## src/rtl/module_bin_bcd_if.sv

```systemverilog
// Request/result bundle between the binary source and the BCD converter.
// master drives the request side (bin_input/start); slave is the converter.
interface bcd_if #(
    parameter int WIDTH = 14
) ();
    logic [WIDTH-1:0] bin_input;
    logic             start;
    logic             busy;
    logic             done;
    logic             overflow;
    logic [3:0]       unidades;
    logic [3:0]       decenas;
    logic [3:0]       centenas;
    logic [3:0]       milesimas;

    modport master (
        output bin_input, start,
        input  busy, done, overflow, unidades, decenas, centenas, milesimas
    );

    modport slave (
        input  bin_input, start,
        output busy, done, overflow, unidades, decenas, centenas, milesimas
    );
endinterface

```

## src/rtl/module_bin_bcd.sv

```systemverilog
// Iterative binary-to-BCD converter (shift-and-add-3, one input bit per clk).
// Four digits are produced for the downstream 7-segment decoder and held
// between conversions; inputs above MAX_VALUE saturate and flag overflow.

// Per-digit correction cell: a nibble >= 5 gets 3 added before the shift so
// the shift carries into the next decimal digit.
module bcd_add3 (
    input  logic [3:0] d,
    output logic [3:0] q
);
    assign q = (d >= 4'd5) ? d + 4'd3 : d;
endmodule

module module_bin_bcd #(
    parameter int WIDTH     = 14,
    parameter int MAX_VALUE = 9999
) (
    input  logic clk,
    input  logic rst,
    bcd_if.slave bus
);
    localparam int NUM_DIGITS = 4;
    localparam int SR_W       = WIDTH + 4 * NUM_DIGITS;
    localparam int CNT_W      = $clog2(WIDTH);

    typedef enum logic [1:0] {
        IDLE    = 2'd0,
        CONVERT = 2'd1,
        DONE    = 2'd2
    } state_t;

    state_t                          state, state_nxt;
    logic [SR_W-1:0]                 sr;
    logic [SR_W-1:0]                 sr_step;
    logic [NUM_DIGITS-1:0][3:0]      nib;
    logic [NUM_DIGITS-1:0][3:0]      nib_adj;
    logic [NUM_DIGITS-1:0][3:0]      digits;
    logic [CNT_W-1:0]                cnt;
    logic                            ovf;
    logic                            overflow_q;
    logic                            accept;
    logic                            last_iter;
    logic [WIDTH-1:0]                load_val;
    logic                            load_ovf;

    // BCD field sits above the binary field; corrections on all digits run in
    // parallel, then the whole register shifts left by one.
    assign nib = sr[WIDTH +: 4*NUM_DIGITS];

    for (genvar g = 0; g < NUM_DIGITS; g++) begin : g_dig
        bcd_add3 u_add3 (
            .d (nib[g]),
            .q (nib_adj[g])
        );
    end

    // The top bit dropped by the shift is always 0: 9999 fits in four digits.
    assign sr_step = {nib_adj, sr[WIDTH-1:0]} << 1;

    assign accept    = (state == IDLE) && bus.start;
    assign last_iter = (state == CONVERT) && (cnt == CNT_W'(WIDTH - 1));

    // Saturate out-of-range inputs before they ever enter the shift register.
    always_comb begin
        load_val = bus.bin_input;
        load_ovf = 1'b0;
        if (32'(bus.bin_input) > 32'(MAX_VALUE)) begin
            load_val = WIDTH'(MAX_VALUE);
            load_ovf = 1'b1;
        end
    end

    // State register.
    always_ff @(posedge clk or posedge rst) begin
        if (rst) state <= IDLE;
        else     state <= state_nxt;
    end

    // Next-state logic: DONE always returns to IDLE, so start there is ignored.
    always_comb begin
        state_nxt = state;
        case (state)
            IDLE:    if (bus.start) state_nxt = CONVERT;
            CONVERT: if (last_iter) state_nxt = DONE;
            DONE:    state_nxt = IDLE;
            default: state_nxt = IDLE;
        endcase
    end

    // Datapath: load on accept, iterate while converting, publish on last step.
    always_ff @(posedge clk or posedge rst) begin
        if (rst) begin
            sr         <= '0;
            cnt        <= '0;
            ovf        <= 1'b0;
            digits     <= '0;
            overflow_q <= 1'b0;
        end else if (accept) begin
            sr  <= {{(4*NUM_DIGITS){1'b0}}, load_val};
            cnt <= '0;
            ovf <= load_ovf;
        end else if (state == CONVERT) begin
            sr  <= sr_step;
            cnt <= cnt + 1'b1;
            if (last_iter) begin
                digits     <= sr_step[WIDTH +: 4*NUM_DIGITS];
                overflow_q <= ovf;
            end
        end
    end

    // Status flags decode straight from the registered state so reset clears
    // them immediately.
    assign bus.busy      = (state != IDLE);
    assign bus.done      = (state == DONE);
    assign bus.overflow  = overflow_q;
    assign bus.unidades  = digits[0];
    assign bus.decenas   = digits[1];
    assign bus.centenas  = digits[2];
    assign bus.milesimas = digits[3];
endmodule

```

## src/flat_wrapper.sv

```systemverilog
// flat-port wrapper written by rule: the top's interface ports become plain ports
module module_bin_bcd_flat 
#(
    parameter int WIDTH     = 14,
    parameter int MAX_VALUE = 9999
)
  (clk, rst, bus_bin_input, bus_start, bus_busy, bus_done, bus_overflow, bus_unidades, bus_decenas, bus_centenas, bus_milesimas);
  bcd_if #(.WIDTH(WIDTH)) bus_i ();
  input  logic clk;
  input  logic rst;
  input wire logic [$bits(bus_i.bin_input)-1:0] bus_bin_input;
  input wire logic [$bits(bus_i.start)-1:0] bus_start;
  output wire logic [$bits(bus_i.busy)-1:0] bus_busy;
  output wire logic [$bits(bus_i.done)-1:0] bus_done;
  output wire logic [$bits(bus_i.overflow)-1:0] bus_overflow;
  output wire logic [$bits(bus_i.unidades)-1:0] bus_unidades;
  output wire logic [$bits(bus_i.decenas)-1:0] bus_decenas;
  output wire logic [$bits(bus_i.centenas)-1:0] bus_centenas;
  output wire logic [$bits(bus_i.milesimas)-1:0] bus_milesimas;
  assign bus_i.bin_input = bus_bin_input;
  assign bus_i.start = bus_start;
  assign bus_busy = bus_i.busy;
  assign bus_done = bus_i.done;
  assign bus_overflow = bus_i.overflow;
  assign bus_unidades = bus_i.unidades;
  assign bus_decenas = bus_i.decenas;
  assign bus_centenas = bus_i.centenas;
  assign bus_milesimas = bus_i.milesimas;
  module_bin_bcd #(.WIDTH(WIDTH), .MAX_VALUE(MAX_VALUE)) u_core (.clk(clk), .rst(rst), .bus(bus_i));
endmodule
```

## config.mk

```make
export PLATFORM = sky130hd
export DESIGN_NAME = module_bin_bcd_flat
export DESIGN_NICKNAME = d
export VERILOG_FILES = /design/src/rtl/module_bin_bcd_if.sv /design/src/rtl/module_bin_bcd.sv /design/src/flat_wrapper.sv
export SDC_FILE = /design/constraint.sdc
export NUM_CORES = 1
export LEC_CHECK = 0
export CAP_MARGIN = 15
export CORE_MARGIN = 10
export CORE_UTILIZATION = 58
export CTS_BUF_LIST = sky130_fd_sc_hd__clkbuf_4 sky130_fd_sc_hd__clkbuf_8 sky130_fd_sc_hd__clkbuf_16
export DETAILED_ROUTE_END_ITERATION = 10
export MAX_ROUTING_LAYER = met4
export PLACE_DENSITY = 0.84
export SLEW_MARGIN = 20
export SYNTH_ARGS = -nofsm -noshare
export SYNTH_HDL_FRONTEND = slang
export SYNTH_SLANG_ARGS = --single-unit
```

## constraint.sdc

```tcl
create_clock -name clk -period 3.3 [get_ports clk]
set_input_delay 0.66 -clock clk [delete_from_list [all_inputs] [get_ports clk]]
set_output_delay 0.66 -clock clk [all_outputs]
set_load 0.02 [all_outputs]
```

---- Word level (Yosys, flattened, before mapping) ----
Cells that the tools add are included.
storage, ports and cells
  register bits after elaboration ......... 54
  latch bits .............................. 0
  RAM bits ................................ 0
  bits in read-only memories .............. 0
  bits of input ports ..................... 17
  output and inout port bits .............. 19
  logic and storage cells ................. 45
  memories ................................ 0
operators by class
  add/sub/neg operators ................... 5
  $mul .................................... 0
  div/mod/pow operators ................... 0
  magnitude comparators ................... 5
  eq/ne operators ......................... 5
  shift-type cells ........................ 0
  multiplexer cells ....................... 13
  bitwise operators ....................... 1
  reductions and logical operators ........ 7
operators with widths
  operator                                                            number
  2-to-1 mux 30 bit                                                   2
  2-to-1 mux 4 bit                                                    5
  greater-or-equal comparator 4 x 3 -> 1 bit (second input constant)  4
  > comparator 14 bit (second input constant)                         1
  2-to-1 mux 14 bit                                                   1
  adder 4 x 2 -> 4 bit (second input constant)                        3
  adder 4 x 1 -> 4 bit (second input constant)                        1
  equality test 4 bit (second input constant)                         1
  2-to-1 mux 2 bit                                                    2
  case mux 2 bit (2 select lines)                                     1
  nonzero test 2 bit                                                  2
  adder 3 x 2 -> 3 bit (second input constant)                        1
  2-to-1 mux 3 bit                                                    1
  AND reduction 3 bit                                                 1
  equality test 2 x 1 -> 1 bit (second input constant)                1
  equality test 2 bit (second input constant)                         1
  logical AND 1 bit                                                   2
  zero test 2 bit                                                     1
  != test 2 x 1 -> 1 bit (second input constant)                      1
  != test 2 bit (second input constant)                               1
  AND reduction 2 bit                                                 1
  2-to-1 mux 1 bit                                                    1
  NOT 1 bit                                                           1

---- Longest topological paths before layout ----
Gate-level depths: netlist of the first run.
  word-level depth ........................ 4
  gate-level depth with buffers ........... 8
  gate-level depth less buffers ........... 7

---- Modules after synthesis ----
Synthesis of the first run repeated with hierarchy kept, for this count alone.
unflattened totals
  cells, all modules ...................... 275
  area, all modules ....................... 2708.8 um2
by module, submodules not included
  module          instances  cells each  area each (um2)  seq. area each (um2)
  module_bin_bcd  1          211         2303.5           1351.3
  bcd_add3        4          16          101.3            0.0

---- Worst setup path before layout of the first run ----
Ideal clock, no wire load.
  path type ............................... reg-to-reg
  from .................................... register u_core.state[1]
  to ...................................... register u_core.digits, in the netlist u_core.bus.centenas[2]
  library setup time ...................... 125 ps
  arrival ................................. 1441 ps
  data required time ...................... 3175 ps
  slack ................................... 1734 ps
  stages on the path, launching flop included .. 7
  path buffers ............................ 2
  clock period less this slack ............ 1566 ps
  cells stage by stage .................... dfrtp_1 -> nand2b_1 -> buf_6 -> or2_1 -> buf_6 -> inv_6 -> mux2_2
between the ends
  longest elaborated chain between the ends .. 4
  elaborated cells on any way between the ends .. 6
  those cells by class .................... 1 x eq/ne; 1 x bitwise; 4 x reduce/logical
ends and longest elaborated chain
  item                                    RTL line               RTL
  start, declared                         module_bin_bcd.sv:32   state_t state, state_nxt;
  start signal, assigned                  module_bin_bcd.sv:76   else state <= state_nxt;
  zero test 2 bit                         module_bin_bcd.sv:60   assign accept = (state == IDLE) && bus.start;
  logical AND 1 bit                       module_bin_bcd.sv:60
  NOT 1 bit (no source line)              -
  AND reduction 3 bit (no source line) *  -
  end signal, assigned                    module_bin_bcd.sv:106  digits <= sr_step[WIDTH +: 4*NUM_DIGITS];
  end, declared                           module_bin_bcd.sv:37   logic [NUM_DIGITS-1:0][3:0] digits;
Every way passes the cells marked *; elsewhere a longest branch is shown, timed or not.
A chain may end at the register's enable or synchronous reset.

---- Worst setup path after layout of the first run ----
  from .................................... register u_core.state[0]
  to ...................................... output bus_busy
between the ends
  longest elaborated chain between the ends .. 1
ends and longest elaborated chain
  item                RTL line               RTL
  nonzero test 2 bit  module_bin_bcd.sv:114  assign bus.busy = (state != IDLE);
  end, declared       flat_wrapper.sv:13     output wire logic [$bits(bus_i.busy)-1:0] bus_busy;
Every way passes these cells.

==> run metrics, run 1 <==
clk buf depth 2; CTS tree yes; Pleak 0.00138 uW; WHS Path Cells 2; Clock Latency Late Sink 0.31 ns; core footprint 4320 um^2; Placement Setup Slack 0.866 ns; post-cts sizing count 0; Clock Power Share 0.143; setup ws final 0.946 ns; TritonRoute pass-1 iters 4; DR WL/cell 16.0 um; Tmin final 2.35 ns; Slew HR 0.483; initial antenna violation count 0; maxcap violations 0; Startpoint Class flop; Hold-fix buffers, CTS 0; Layout area overhead 19.5%; clock slew seen by the registers of the worst setup and hold paths 0.09 ns; most frequent cells in the layout dfrtp_1 (54), clkdlybuf4s50_1 (35), nand2_1 (32); Async SR Flop Fraction 1.00; Sw Share 0.392; Multi-input gate area 1090 um^2; worst clock skew 0.00566 ns; total grt overflow 0; Max H-tree Level 2; Final Setup Violations 0; Reg area 1350 um^2; CTS Buf Count 5; post-CTS setup buffer count 0; Root Driver clkbuf_8; vias per cell 5.86; All-Layer GR Usage 0.153; cells on worst reg2reg path 4; RSZ-0062 raised after global routing false; first-pass GRT wire length 9200 um; worst vdd ir 0.490 mV; pin count of the biggest net entering global routing 30; Post-Syn Area 2580 um^2; vias in the first global route 1938; status finished clean; Post-synth EDFFs 0; commonest non-fill, non-tap cell in the layout dfrtp_1; Net Count, Synth 273; gpl congestion 0.867; critical path type reg2out; die footprint 7510 um^2; actual slew at the worst max-slew pin 0.774 ns; antenna fix cells 0; Avg Inst Size Synth 10.5 um^2; share of post-route cells with drive strength above 1 0.106; Gate power share 0.468; # rows 24; max-slew violations 0; via count of the routed design 1970; Clock Sinks 54; top_reg_cell synth dfrtp_1; setup_tns 0 ns; register area share after synthesis 0.524; Final ANT Viol Nets 0; Filler cells 347; Die Span X 86.7 um; total routed wirelength 5390 um; Worst Path Arrival 1.69 ns; Detail Placement HPWL 3960 um; crit path max fanout 11; period utilization 0.713; Port Buf Inserts 35; die extent in y 86.7 um; cell-internal power 1890 uW; Gate Count Post-Synth 246; Layout Nets 311; pwr dens 1010 nW/um^2; DRC viols 0; FMAX 0.425 GHz; Initial Utilization 0.596; library cells used by synthesis 39; HP Class reg2reg; synthesis warning total 0; Worst Path Required 2.64 ns; Iter 0 DRT Violations 128; #FFs+latches synth 54; P_sw 1220 uW; Seq pwr share 0.389; Ports 36; Fin. Hold Viols 0; Critical Path Sink Type output pin
## per-stage QoR
stage          total power (uW)   util  instances  hold slack (ns)  instance area, um^2
2_1_floorplan              2210      -        246            0.438                 2580
3_3_place_gp               2610  0.686        329            0.459                 2970
3_5_place_dp               2670  0.686        329            0.464                 2970
4_1_cts                    3130  0.712        336            0.485                 3080
5_1_grt                    3350  0.712        336            0.512                 3080
6_report                   3110  0.712        336            0.480                 3080
## worst paths after layout
path,startpoint,endpoint,slack [ns]
setup / recovery,u_core.state[0],bus_busy,0.95
hold / removal,u_core.bus.decenas[3],u_core.bus.decenas[3],0.48
setup reg to reg,u_core.state[0],u_core.bus.unidades[2],1.22
hold reg to reg,u_core.bus.decenas[3],u_core.bus.decenas[3],0.48
max in group asynchronous,rst,u_core.cnt[3],1.92
min in group asynchronous,rst,u_core.bus.decenas[2],0.75
## cells by family after synthesis
kind of cell               Yosys count  share of synthesized area
DFF                                 54                      0.524
muxes                               11                     0.0451
and+or+nand+nor                     71                      0.134
AOI/OAI and AO/OA                   71                      0.183
buffers and inverters               25                     0.0514
xor gates and xnor gates             4                     0.0136
adders and majority gates           10                     0.0485
## worst max-delay path, stage by stage (launching register included)
cell and delay [ns]:
dfrtp_1 0.52, or2_2 0.33, clkdlybuf4s50_1 0.54
## Yosys cell counts (all sizes together) (2+ instances only)
cell    count  area share
dfrtp      54        0.52
nand2      32       0.047
o21ai      24       0.058
inv        15       0.024
a21oi      13       0.025
nor2       13       0.019
o22ai      12       0.029
ha         10       0.049
buf         8       0.025
nor3b       8       0.025
mux2i       6       0.023
a22o        5       0.017
mux2        5       0.022
nand2b      5       0.012
o31ai       5       0.015
a32o        4       0.016
xnor2       4       0.014
a22oi       3      0.0087
nand3       3      0.0058
a31oi       2      0.0049
clkbuf      2      0.0029
nand4       2      0.0049
or2         2      0.0049
## routing by layer
metal	track usage	up-vias	part of all wire
li1	-	957	-
met1	0.178	937	0.45
met2	0.243	61	0.47
met3	0.0460	15	0.063
met4	0.0589	0	0.021
met5	-	-	0
## registers in the layout, indices dropped and copies added (netlist names)
register	count
u_core.bus.milesimas	4
u_core.sr	30
u_core.ovf	1
u_core.bus.centenas	4
u_core.bus.decenas	4
u_core.bus.overflow	1
u_core.bus.unidades	4
u_core.cnt	4
u_core.state	2
## power by group through the flow
stage / clock (uW) / sequential (uW) / combinational, uW
6_report: 445 / 1210 / 1450
5_1_grt: 483 / 1250 / 1620
4_1_cts: 452 / 1210 / 1470
3_5_place_dp: 0 / 1210 / 1460
3_3_place_gp: 0 / 1200 / 1410
2_1_floorplan: 0 / 1270 / 940
## area by class of cell
type,instances,share of cell area
Clock buffer,6,0.0268
Timing Repair Buffer,41,0.128
Tap cell,52,0.0211
Multi-Input combinational cell,167,0.355
Sequential cell,54,0.439
Clock inverter,1,0.00975
Inverter,15,0.0199
Note: power is estimated with default switching activity, not from simulation.
==> inputs of run 2 (changes only) <==
--- a/config.mk
+++ b/config.mk
@@ -7,11 +7,11 @@
 export LEC_CHECK = 0
 export CAP_MARGIN = 15
 export CORE_MARGIN = 10
-export CORE_UTILIZATION = 58
+export CORE_UTILIZATION = 49
 export CTS_BUF_LIST = sky130_fd_sc_hd__clkbuf_4 sky130_fd_sc_hd__clkbuf_8 sky130_fd_sc_hd__clkbuf_16
 export DETAILED_ROUTE_END_ITERATION = 10
 export MAX_ROUTING_LAYER = met4
-export PLACE_DENSITY = 0.84
+export PLACE_DENSITY = 0.76
 export SLEW_MARGIN = 20
 export SYNTH_ARGS = -nofsm -noshare
 export SYNTH_HDL_FRONTEND = slang
==> constraint.sdc (replaced) <==
create_clock -name clk -period 1.99 [get_ports clk]
set_input_delay 0.398 -clock clk [delete_from_list [all_inputs] [get_ports clk]]
set_output_delay 0.398 -clock clk [all_outputs]
set_load 0.02 [all_outputs]
==> run 2 against run 1 <==
Register-to-register slack worse by 0.94 ns. Clock skew rose by 0.0014 ns. Via count fell by 1.1%. Sequential power is 63% higher. Non-clock buffer count rose by 7. Sequential cell count unchanged. Final cell count grew 7.7%. Critical endpoint unchanged. Largest cell class unchanged. Largest power group unchanged. Highest routed layer unchanged.
==> run metrics, run 2 (synthesized netlist as in run 1, its figures left out) <==
status finished clean (unchanged); Initial Utilization 0.505 (was 0.596); gpl congestion 0.871 (was 0.867); cells on worst reg2reg path 6 (was 4); pwr dens 1650 nW/um^2 (was 1010 nW/um^2); worst r2r src u_core.sr[14] (was u_core.state[0]); die extent in y 92.5 um (was 86.7 um); Pleak 0.00144 uW (was 0.00138 uW); FMAX 0.563 GHz; # rows 26 (was 24); Fin. Hold Viols 0 (unchanged); crit path max fanout 4 (was 11); Critical Path Sink Type output pin (unchanged); Final ANT Viol Nets 0 (unchanged); worst clock skew 0.00703 ns (was 0.00566 ns); Largest register FFs 30 (unchanged); TritonRoute pass-1 iters 5 (was 4); share of post-route cells with drive strength above 1 0.130 (was 0.106); DR WL/cell 15.0 um (was 16.0 um); critical path type reg2out (unchanged); RSZ-0062 raised after global routing false (unchanged); maxcap violations 0 (unchanged); initial antenna violation count 0 (unchanged); Root Driver clkbuf_8 (unchanged); CTS Buf Count 5 (unchanged); antenna fix cells 0 (unchanged); Slew HR 0.662 (was 0.483); clock slew seen by the registers of the worst setup and hold paths 0.09 ns (about the same); pin count of the biggest net entering global routing 55 (was 30); Clock Latency Late Sink 0.31 ns (about the same); most frequent cells in the layout dfrtp_1 (54), clkdlybuf4s50_1 (33), nand2_1 (32) (was dfrtp_1 (54), clkdlybuf4s50_1 (35), nand2_1 (32)); Critical Path Source u_core.state[1] (was u_core.state[0]); All-Layer GR Usage 0.137 (was 0.153); reg-to-reg endpoint u_core.bus.unidades[2] (unchanged); worst vdd ir 0.664 mV (was 0.490 mV); vias per cell 5.38 (was 5.86); CTS tree yes (unchanged); end of the critical path bus_busy (unchanged); Tmin final 1.78 ns; core footprint 5110 um^2 (was 4320 um^2); first-pass GRT wire length 9400 um (was 9200 um); setup_tns 0 ns (unchanged); Worst Path Arrival 1.38 ns (was 1.69 ns); Port Buf Inserts 35 (unchanged); Clock Sinks 54 (unchanged); HP Class in2async (was reg2reg); Iter 0 DRT Violations 125 (was 128); max-slew violations 0 (unchanged); die footprint 8560 um^2 (was 7510 um^2); Hold-fix buffers, CTS 0 (unchanged); Layout Nets 318 (was 311); clk buf depth 2 (unchanged); Ports 36 (unchanged); vias in the first global route 2023 (was 1938); Max H-tree Level 2 (unchanged); Final Setup Violations 0 (unchanged); actual slew at the worst max-slew pin 0.504 ns (was 0.774 ns); Worst Path Required 1.59 ns (was 2.64 ns); Layout area overhead 23.0% (was 19.5%); Die Span X 92.5 um (was 86.7 um); Detail Placement HPWL 3970 um (was 3960 um); total power draw 5240 uW (was 3110 uW); DRC viols 0 (unchanged); Largest Register u_core.sr (unchanged); commonest non-fill, non-tap cell in the layout dfrtp_1 (unchanged); final core occ 0.621 (was 0.712); total routed wirelength 5430 um (was 5390 um); Startpoint Class flop (unchanged); r2r setup slk 0.28 ns (was 1.22 ns); via count of the routed design 1948 (was 1970); total grt overflow 0 (unchanged); period utilization 0.893
[run 2: cell count changes in the layout (fill, tap and decap cells not counted)]
cell,previous run,this run
dlygate4sd2_1,0,1
buf_12,0,1
clkbuf_4,0,2
buf_4,6,12
dlymetal6s2s_1,0,1
clkdlybuf4s50_1,35,33
clkbuf_8,6,5
[run 2: report_power, final]
group / leakage, uW / total (uW) / internal, uW / switching, uW
Combinational: 0.000712 / 2510 / 1180 / 1330
Sequential: 0.000668 / 1970 / 1610 / 358
Clock: 0.0000593 / 750 / 404 / 346
Total: 0.00144 / 5240 / 3200 / 2040
[run 2: what timing repair did]
action | CTS | global route
setup buffers | 0 | 0
gates cloned | 0 | 0
gates resized for setup | 1 | 1
setup endpoints to repair | 1 | 1
[run 2: cell type report]
class / instances / area (um^2)
Timing Repair Buffer: 48 / 462
Multi-Input combinational cell: 167 / 1090
Sequential cell: 54 / 1350
Fill cell: 437 / 1940
Clock inverter: 1 / 30.0
Inverter: 15 / 61.3
Clock buffer: 7 / 83.8
Tap cell: 70 / 87.6
[run 2: per-layer routing]
| layer | up-vias | share of wire | global-route usage |
|---|---|---|---|
| li1 | 960 | - | - |
| met1 | 928 | 0.44 | 0.158 |
| met2 | 50 | 0.48 | 0.221 |
| met4 | 0 | 0.018 | 0.0566 |
| met3 | 10 | 0.057 | 0.0371 |
| met5 | - | 0 | - |
[run 2: stage by stage]
step	worst slack (ns)	cell area, um^2	hold WS (ns)	instances
after detailed placement	0.0484	3060	0.465	354
after CTS	0.00118	3170	0.468	362
final	0.214	3170	0.465	362
after global routing	0.132	3170	0.494	362
after global placement	0.146	3060	0.456	354
after floorplan	0.277	2580	0.438	246
[run 2: critical path, stage by stage, from the launching register on]
cell and delay, ns:
dfrtp_1 0.44, or2_2 0.31, dlygate4sd2_1 0.32
[run 2: worst min-delay path by stage]
| stage | start | to | cells after the start |
|---|---|---|---|
| after floorplan | u_core.ovf | u_core.bus.overflow | 2 |
| after global placement | u_core.ovf | u_core.bus.overflow | 2 |
| after detailed placement | u_core.bus.unidades[1] | u_core.bus.unidades[1] | 2 |
| after CTS | rst | u_core.bus.unidades[1] | 3 |
| after global routing | rst | u_core.bus.unidades[1] | 3 |
| final | rst | u_core.sr[14] | 3 |
